## src/rtl/mem_arbiter_if.sv

```systemverilog
// mem_arbiter_if: two requester ports plus the shared single-port RAM bus.
// slave is the arbiter side, master is the requester/RAM side.
interface mem_arbiter_if #(
  parameter int ADDR_W = 16,
  parameter int DATA_W = 32
);
  logic              req0;
  logic              write0;
  logic [ADDR_W-1:0] addr0;
  logic [DATA_W-1:0] wdata0;
  logic              ack0;
  logic [DATA_W-1:0] rdata0;

  logic              req1;
  logic              write1;
  logic [ADDR_W-1:0] addr1;
  logic [DATA_W-1:0] wdata1;
  logic              ack1;
  logic [DATA_W-1:0] rdata1;

  logic              mem_enable;
  logic              mem_read_write;
  logic [ADDR_W-1:0] mem_address;
  logic [DATA_W-1:0] mem_data_in;
  logic [DATA_W-1:0] mem_data_out;
  logic              busy;

  modport slave (
    input  req0, write0, addr0, wdata0,
    input  req1, write1, addr1, wdata1,
    input  mem_data_out,
    output ack0, rdata0, ack1, rdata1,
    output mem_enable, mem_read_write,
    output mem_address, mem_data_in,
    output busy
  );

  modport master (
    output req0, write0, addr0, wdata0,
    output req1, write1, addr1, wdata1,
    output mem_data_out,
    input  ack0, rdata0, ack1, rdata1,
    input  mem_enable, mem_read_write,
    input  mem_address, mem_data_in,
    input  busy
  );
endinterface

```

## src/rtl/mem_arbiter.sv

```systemverilog
// mem_arbiter: round-robin arbiter of two ports onto one RAM,
// IDLE -> ACCESS -> DONE, one access per three cycles.
module mem_arbiter #(
  parameter int ADDR_W = 16,
  parameter int DATA_W = 32
) (
  input logic       clk,
  input logic       rst,
  mem_arbiter_if.slave bus
);

  typedef enum logic [1:0] {
    IDLE,
    ACCESS,
    DONE
  } state_t;

  state_t            state;
  logic              last;
  logic              gnt;
  logic              pick;
  logic              sel_write;
  logic [ADDR_W-1:0] sel_addr;
  logic [DATA_W-1:0] sel_wdata;

  always_comb begin
    pick = 1'b0;
    unique case (1'b1)
      (bus.req0 && bus.req1):  pick = ~last;
      (!bus.req0 && bus.req1): pick = 1'b1;
      default:                 pick = 1'b0;
    endcase
  end

  always_comb begin
    sel_write = bus.write0;
    sel_addr  = bus.addr0;
    sel_wdata = bus.wdata0;
    if (pick) begin
      sel_write = bus.write1;
      sel_addr  = bus.addr1;
      sel_wdata = bus.wdata1;
    end
  end

  // Bus outputs only move on the edge into ACCESS, so they are
  // stable for the whole enabled cycle.
  always_ff @(posedge clk) begin
    if (rst) begin
      state              <= IDLE;
      last               <= 1'b1;
      gnt                <= 1'b0;
      bus.mem_enable     <= 1'b0;
      bus.mem_read_write <= 1'b1;
      bus.mem_address    <= '0;
      bus.mem_data_in    <= '0;
      bus.ack0           <= 1'b0;
      bus.ack1           <= 1'b0;
      bus.rdata0         <= '0;
      bus.rdata1         <= '0;
      bus.busy           <= 1'b0;
    end else begin
      bus.ack0 <= 1'b0;
      bus.ack1 <= 1'b0;
      unique case (state)
        IDLE: begin
          if (bus.req0 || bus.req1) begin
            gnt                <= pick;
            last               <= pick;
            bus.mem_address    <= sel_addr;
            bus.mem_data_in    <= sel_wdata;
            bus.mem_read_write <= ~sel_write;
            bus.mem_enable     <= 1'b1;
            bus.busy           <= 1'b1;
            state              <= ACCESS;
          end
        end
        ACCESS: begin
          bus.mem_enable <= 1'b0;
          if (bus.mem_read_write) begin
            if (gnt) bus.rdata1 <= bus.mem_data_out;
            else     bus.rdata0 <= bus.mem_data_out;
          end
          bus.ack0 <= ~gnt;
          bus.ack1 <= gnt;
          state    <= DONE;
        end
        DONE: begin
          bus.busy <= 1'b0;
          state    <= IDLE;
        end
        default: state <= IDLE;
      endcase
    end
  end

endmodule

```

## src/flat_wrapper.sv

```systemverilog
// flat-port wrapper written by rule: the top's interface ports become plain ports
module mem_arbiter_flat 
#(
  parameter int ADDR_W = 16,
  parameter int DATA_W = 32
)
  (clk, rst, bus_req0, bus_write0, bus_addr0, bus_wdata0, bus_req1, bus_write1, bus_addr1, bus_wdata1, bus_mem_data_out, bus_ack0, bus_rdata0, bus_ack1, bus_rdata1, bus_mem_enable, bus_mem_read_write, bus_mem_address, bus_mem_data_in, bus_busy);
  mem_arbiter_if #(.ADDR_W(ADDR_W), .DATA_W(DATA_W)) bus_i ();
  input logic clk;
  input logic rst;
  input wire logic [$bits(bus_i.req0)-1:0] bus_req0;
  input wire logic [$bits(bus_i.write0)-1:0] bus_write0;
  input wire logic [$bits(bus_i.addr0)-1:0] bus_addr0;
  input wire logic [$bits(bus_i.wdata0)-1:0] bus_wdata0;
  input wire logic [$bits(bus_i.req1)-1:0] bus_req1;
  input wire logic [$bits(bus_i.write1)-1:0] bus_write1;
  input wire logic [$bits(bus_i.addr1)-1:0] bus_addr1;
  input wire logic [$bits(bus_i.wdata1)-1:0] bus_wdata1;
  input wire logic [$bits(bus_i.mem_data_out)-1:0] bus_mem_data_out;
  output wire logic [$bits(bus_i.ack0)-1:0] bus_ack0;
  output wire logic [$bits(bus_i.rdata0)-1:0] bus_rdata0;
  output wire logic [$bits(bus_i.ack1)-1:0] bus_ack1;
  output wire logic [$bits(bus_i.rdata1)-1:0] bus_rdata1;
  output wire logic [$bits(bus_i.mem_enable)-1:0] bus_mem_enable;
  output wire logic [$bits(bus_i.mem_read_write)-1:0] bus_mem_read_write;
  output wire logic [$bits(bus_i.mem_address)-1:0] bus_mem_address;
  output wire logic [$bits(bus_i.mem_data_in)-1:0] bus_mem_data_in;
  output wire logic [$bits(bus_i.busy)-1:0] bus_busy;
  assign bus_i.req0 = bus_req0;
  assign bus_i.write0 = bus_write0;
  assign bus_i.addr0 = bus_addr0;
  assign bus_i.wdata0 = bus_wdata0;
  assign bus_i.req1 = bus_req1;
  assign bus_i.write1 = bus_write1;
  assign bus_i.addr1 = bus_addr1;
  assign bus_i.wdata1 = bus_wdata1;
  assign bus_i.mem_data_out = bus_mem_data_out;
  assign bus_ack0 = bus_i.ack0;
  assign bus_rdata0 = bus_i.rdata0;
  assign bus_ack1 = bus_i.ack1;
  assign bus_rdata1 = bus_i.rdata1;
  assign bus_mem_enable = bus_i.mem_enable;
  assign bus_mem_read_write = bus_i.mem_read_write;
  assign bus_mem_address = bus_i.mem_address;
  assign bus_mem_data_in = bus_i.mem_data_in;
  assign bus_busy = bus_i.busy;
  mem_arbiter #(.ADDR_W(ADDR_W), .DATA_W(DATA_W)) u_core (.clk(clk), .rst(rst), .bus(bus_i));
endmodule
```

## config.mk

```make
export PLATFORM = sky130hd
export DESIGN_NAME = mem_arbiter_flat
export DESIGN_NICKNAME = d
export VERILOG_FILES = /design/src/rtl/mem_arbiter_if.sv /design/src/rtl/mem_arbiter.sv /design/src/flat_wrapper.sv
export SDC_FILE = /design/constraint.sdc
export NUM_CORES = 1
export LEC_CHECK = 0
export ABC_CLOCK_PERIOD_IN_PS = 2300
export CORE_MARGIN = 5
export CORE_UTILIZATION = 43
export DETAILED_ROUTE_END_ITERATION = 7
export GPL_TIMING_DRIVEN = 1
export HOLD_SLACK_MARGIN = 0.12
export PLACE_DENSITY = 0.85
export SLEW_MARGIN = 15
export SYNTH_ARGS = -nofsm -noshare
export SYNTH_HDL_FRONTEND = slang
export SYNTH_SLANG_ARGS = --single-unit
```

## constraint.sdc

```tcl
create_clock -name clk -period 2.3 [get_ports clk]
set_clock_uncertainty 0.1 [all_clocks]
set_input_delay 0.46 -clock clk [delete_from_list [all_inputs] [get_ports clk]]
set_output_delay 0.46 -clock clk [all_outputs]
set_load 0.005 [all_outputs]
```

==> reports/qor.json <==
{
  "antenna_cells_inserted": 0,
  "cts_setup_buffers": 0,
  "worst_slew_margin_rel_pct": 74.9,
  "floorplan.die.width_um": 118,
  "synth-seq-cells": 121,
  "first_iteration_detailed_routing_drc_count": 516,
  "die_boundary_height_um": 118,
  "finish.cell_count_without_fillers": 978,
  "ys.warnings.count": 0,
  "worst_path_dominant_cell_family": "buffers and inverters",
  "detail-route-antenna-nets": 0,
  "syn_to_final_growth_pct": 64.6,
  "routed_via_density": 5.37,
  "slowest_delay_ps": 570,
  "startpoint_type_of_the_worst_setup_path": "register",
  "cp_data_arrival_time_ps": 1380,
  "effective_utilization_at_floorplan_pct": 43.9,
  "io_buffer_count": 250,
  "final_layout_size_suffix_gt1_share_pct": 12.5,
  "dp.final_hpwl_mm": 12.4,
  "data_required_critical_path_ps": 1740,
  "dr_total_vias": 5247,
  "netlist-cell-type-count": 29,
  "most-common-layout-cells": "249 x sky130_fd_sc_hd__clkdlybuf4s50_1, 228 x sky130_fd_sc_hd__nand2_1, 121 x sky130_fd_sc_hd__dfxtp_1",
  "min_period_ps": 1940,
  "totalWireLength_mm": 17.2,
  "place_congestion": 0.864,
  "syn_area_per_cell_um2": 8.49,
  "yosys-top-cells-area": "sky130_fd_sc_hd__dfxtp_1 48%, sky130_fd_sc_hd__nand2_1 17%, sky130_fd_sc_hd__a311oi_2 14%",
  "place_area_um2": 7650,
  "timing.final.hold_violations": 0,
  "path_cells": "clkdlybuf4s50_1",
  "grt_remaining_overflow": 0,
  "postCtsResizedCells": 0,
  "layout.cell_area.non_filler_um2": 8260,
  "slowest_stage": "sky130_fd_sc_hd__clkdlybuf4s50_1",
  "floorplan.die_area_um2": 13900,
  "tritoncts_num_sinks": 121,
  "grt_pass1_wl_mm": 27.4,
  "power_density_nw_per_um2": 761,
  "clock_tree.root_cell": "sky130_fd_sc_hd__clkbuf_16",
  "clock_path_buffers": 2,
  "final_common_cell": "sky130_fd_sc_hd__clkdlybuf4s50_1",
  "finalMaxSlewViolations": 0,
  "status": "finished clean",
  "detailedRoute.firstPassIterationCount": 5,
  "hold_class": "input port to register",
  "synth.top_cell.area_share_pct": 48.3,
  "synthesis.area_um2": 5020,
  "fp-row-count": 39,
  "power.leakage_nw": 2.96,
  "cts_hold_buf": 0,
  "grt_setup_unrepaired": "false",
  "drv_cap": 0,
  "max_slew.worst_pin.slew_ps": 377,
  "routed_wirelength_normalized_by_instance_count_um": 17.5,
  "power.ir.vdd_worst_mv": 0.436,
  "placed_cells": 946,
  "synth-seq-area-share_pct": 48.3,
  "first_global_vias": 5501,
  "insertion_delay_ps": 400,
  "boundaryPins": 251,
  "clkTransAtPathRegs_ps": 50,
  "htree_num_levels": 4,
  "criticalPathCategory": "register to primary output",
  "synth_fp_nets": 725,
  "finalPower_mw": 6.29,
  "gr-usage-all-layers_pct": 23.9,
  "worst_r2r_startpoint": "u_core.state[0]$_SDFFE_PP0P_",
  "final_net_count": 956,
  "netlist.top_cell.by_area": "sky130_fd_sc_hd__dfxtp_1",
  "cts_made_buffers": 17,
  "timing.final.setup_violations": 0,
  "cts_tree": "done",
  "critical_path.startpoint": "u_core.bus.mem_read_write$_SDFFE_PP1P_",
  "hold_start": "rst",
  "antenna_violations_before_repair": 0,
  "setup_total_negative_slack_ps": 0,
  "crit_path_max_fanout": 6,
  "syn_inst": 591,
  "critical_path.endpoint_type": "primary output",
  "timing.critical_path.buf_inv": 1,
  "core_um2": 11400,
  "hold_ws_ps": 326,
  "largest_net_degree_at_the_start_of_global_routing": 60,
  "drc": 0,
  "fmax_mhz": 515,
  "final.period_utilization_pct": 84.5
}
[cell usage after synthesis]
library cell	number
sky130_fd_sc_hd__inv_1	2
sky130_fd_sc_hd__nand2_1	228
sky130_fd_sc_hd__nor3_1	1
sky130_fd_sc_hd__nand2b_1	1
sky130_fd_sc_hd__a21boi_2	1
sky130_fd_sc_hd__and4b_1	1
sky130_fd_sc_hd__nand3_1	1
sky130_fd_sc_hd__o21a_1	1
sky130_fd_sc_hd__nor2_2	1
sky130_fd_sc_hd__nor2_1	2
sky130_fd_sc_hd__a21boi_0	1
sky130_fd_sc_hd__nand4b_1	1
sky130_fd_sc_hd__a21bo_2	2
sky130_fd_sc_hd__o21ai_1	1
sky130_fd_sc_hd__clkbuf_1	38
sky130_fd_sc_hd__and2_4	1
sky130_fd_sc_hd__buf_6	6
sky130_fd_sc_hd__nand4bb_1	1
sky130_fd_sc_hd__a21oi_1	115
sky130_fd_sc_hd__buf_2	10
sky130_fd_sc_hd__a311o_1	1
sky130_fd_sc_hd__buf_4	1
sky130_fd_sc_hd__a311oi_2	48
sky130_fd_sc_hd__or2_1	1
sky130_fd_sc_hd__a31oi_1	1
sky130_fd_sc_hd__and4bb_1	1
sky130_fd_sc_hd__o21ai_0	1
sky130_fd_sc_hd__dfxtp_1	121
sky130_fd_sc_hd__and2_1	1
[sequential cells by signal, summed over array words and instances, names as in the netlist]
register and cells:
u_core.bus.busy 1, u_core.last 1, u_core.gnt 1, u_core.bus.mem_address 16, u_core.bus.ack0 1, u_core.bus.mem_read_write 1, u_core.bus.ack1 1, u_core.state 2
u_core.bus.rdata1 32, u_core.bus.mem_enable 1, u_core.bus.mem_data_in 32, u_core.bus.rdata0 32
[cells by family after synthesis]
| group | Yosys count | synth area share (%) |
|---|---|---|
| buf+inv | 57 | 5.49 |
| compound gates | 172 | 27.3 |
| simple gates | 241 | 18.9 |
| flops | 121 | 48.3 |
[power breakdown]
group	internal, mW	switching (mW)	total [mW]
Clock	1.70	0.984	2.69
Sequential	2.26	0.0984	2.35
Combinational	0.691	0.552	1.24
Total	4.65	1.63	6.29
[through the flow]
step	util [%]	worst slack, ps
final	72.3	357
after global placement	67.0	185
after global routing	72.3	300
after detailed placement	67.0	95.6
after CTS	72.3	344
after floorplan	-	718
[per-layer routing]
metal	vias up	share of wire, %	wire length (um)	global-route usage, %
li1	2482	-	-	-
met1	2442	38	6460	26.4
met2	284	49	8460	40.6
met3	39	10	1750	9.80
met4	0	2.8	479	9.68
met5	-	0	0	0
[path summary, 6_finish.rpt]
path | to | slack (ps) | cells past startpoint
setup / recovery | bus_mem_read_write | 360 | 1
hold / removal | u_core.state[0]$_SDFFE_PP0P_ | 330 | 2
setup reg to reg | u_core.bus.rdata0[19]$_SDFFE_PP0P_ | 780 | 4
hold reg to reg | u_core.bus.rdata0[31]$_SDFFE_PP0P_ | 350 | 2
[layout make-up]
class	count	area [um2]
multi-input cells	413	2330
inverters	2	7.51
repair buffers	267	2720
fillers	778	3160
flip-flops and latches	121	2420
clock buffers	17	425
well taps	143	179
clock inverters	15	178
Note: power is estimated with default switching activity, not from simulation.
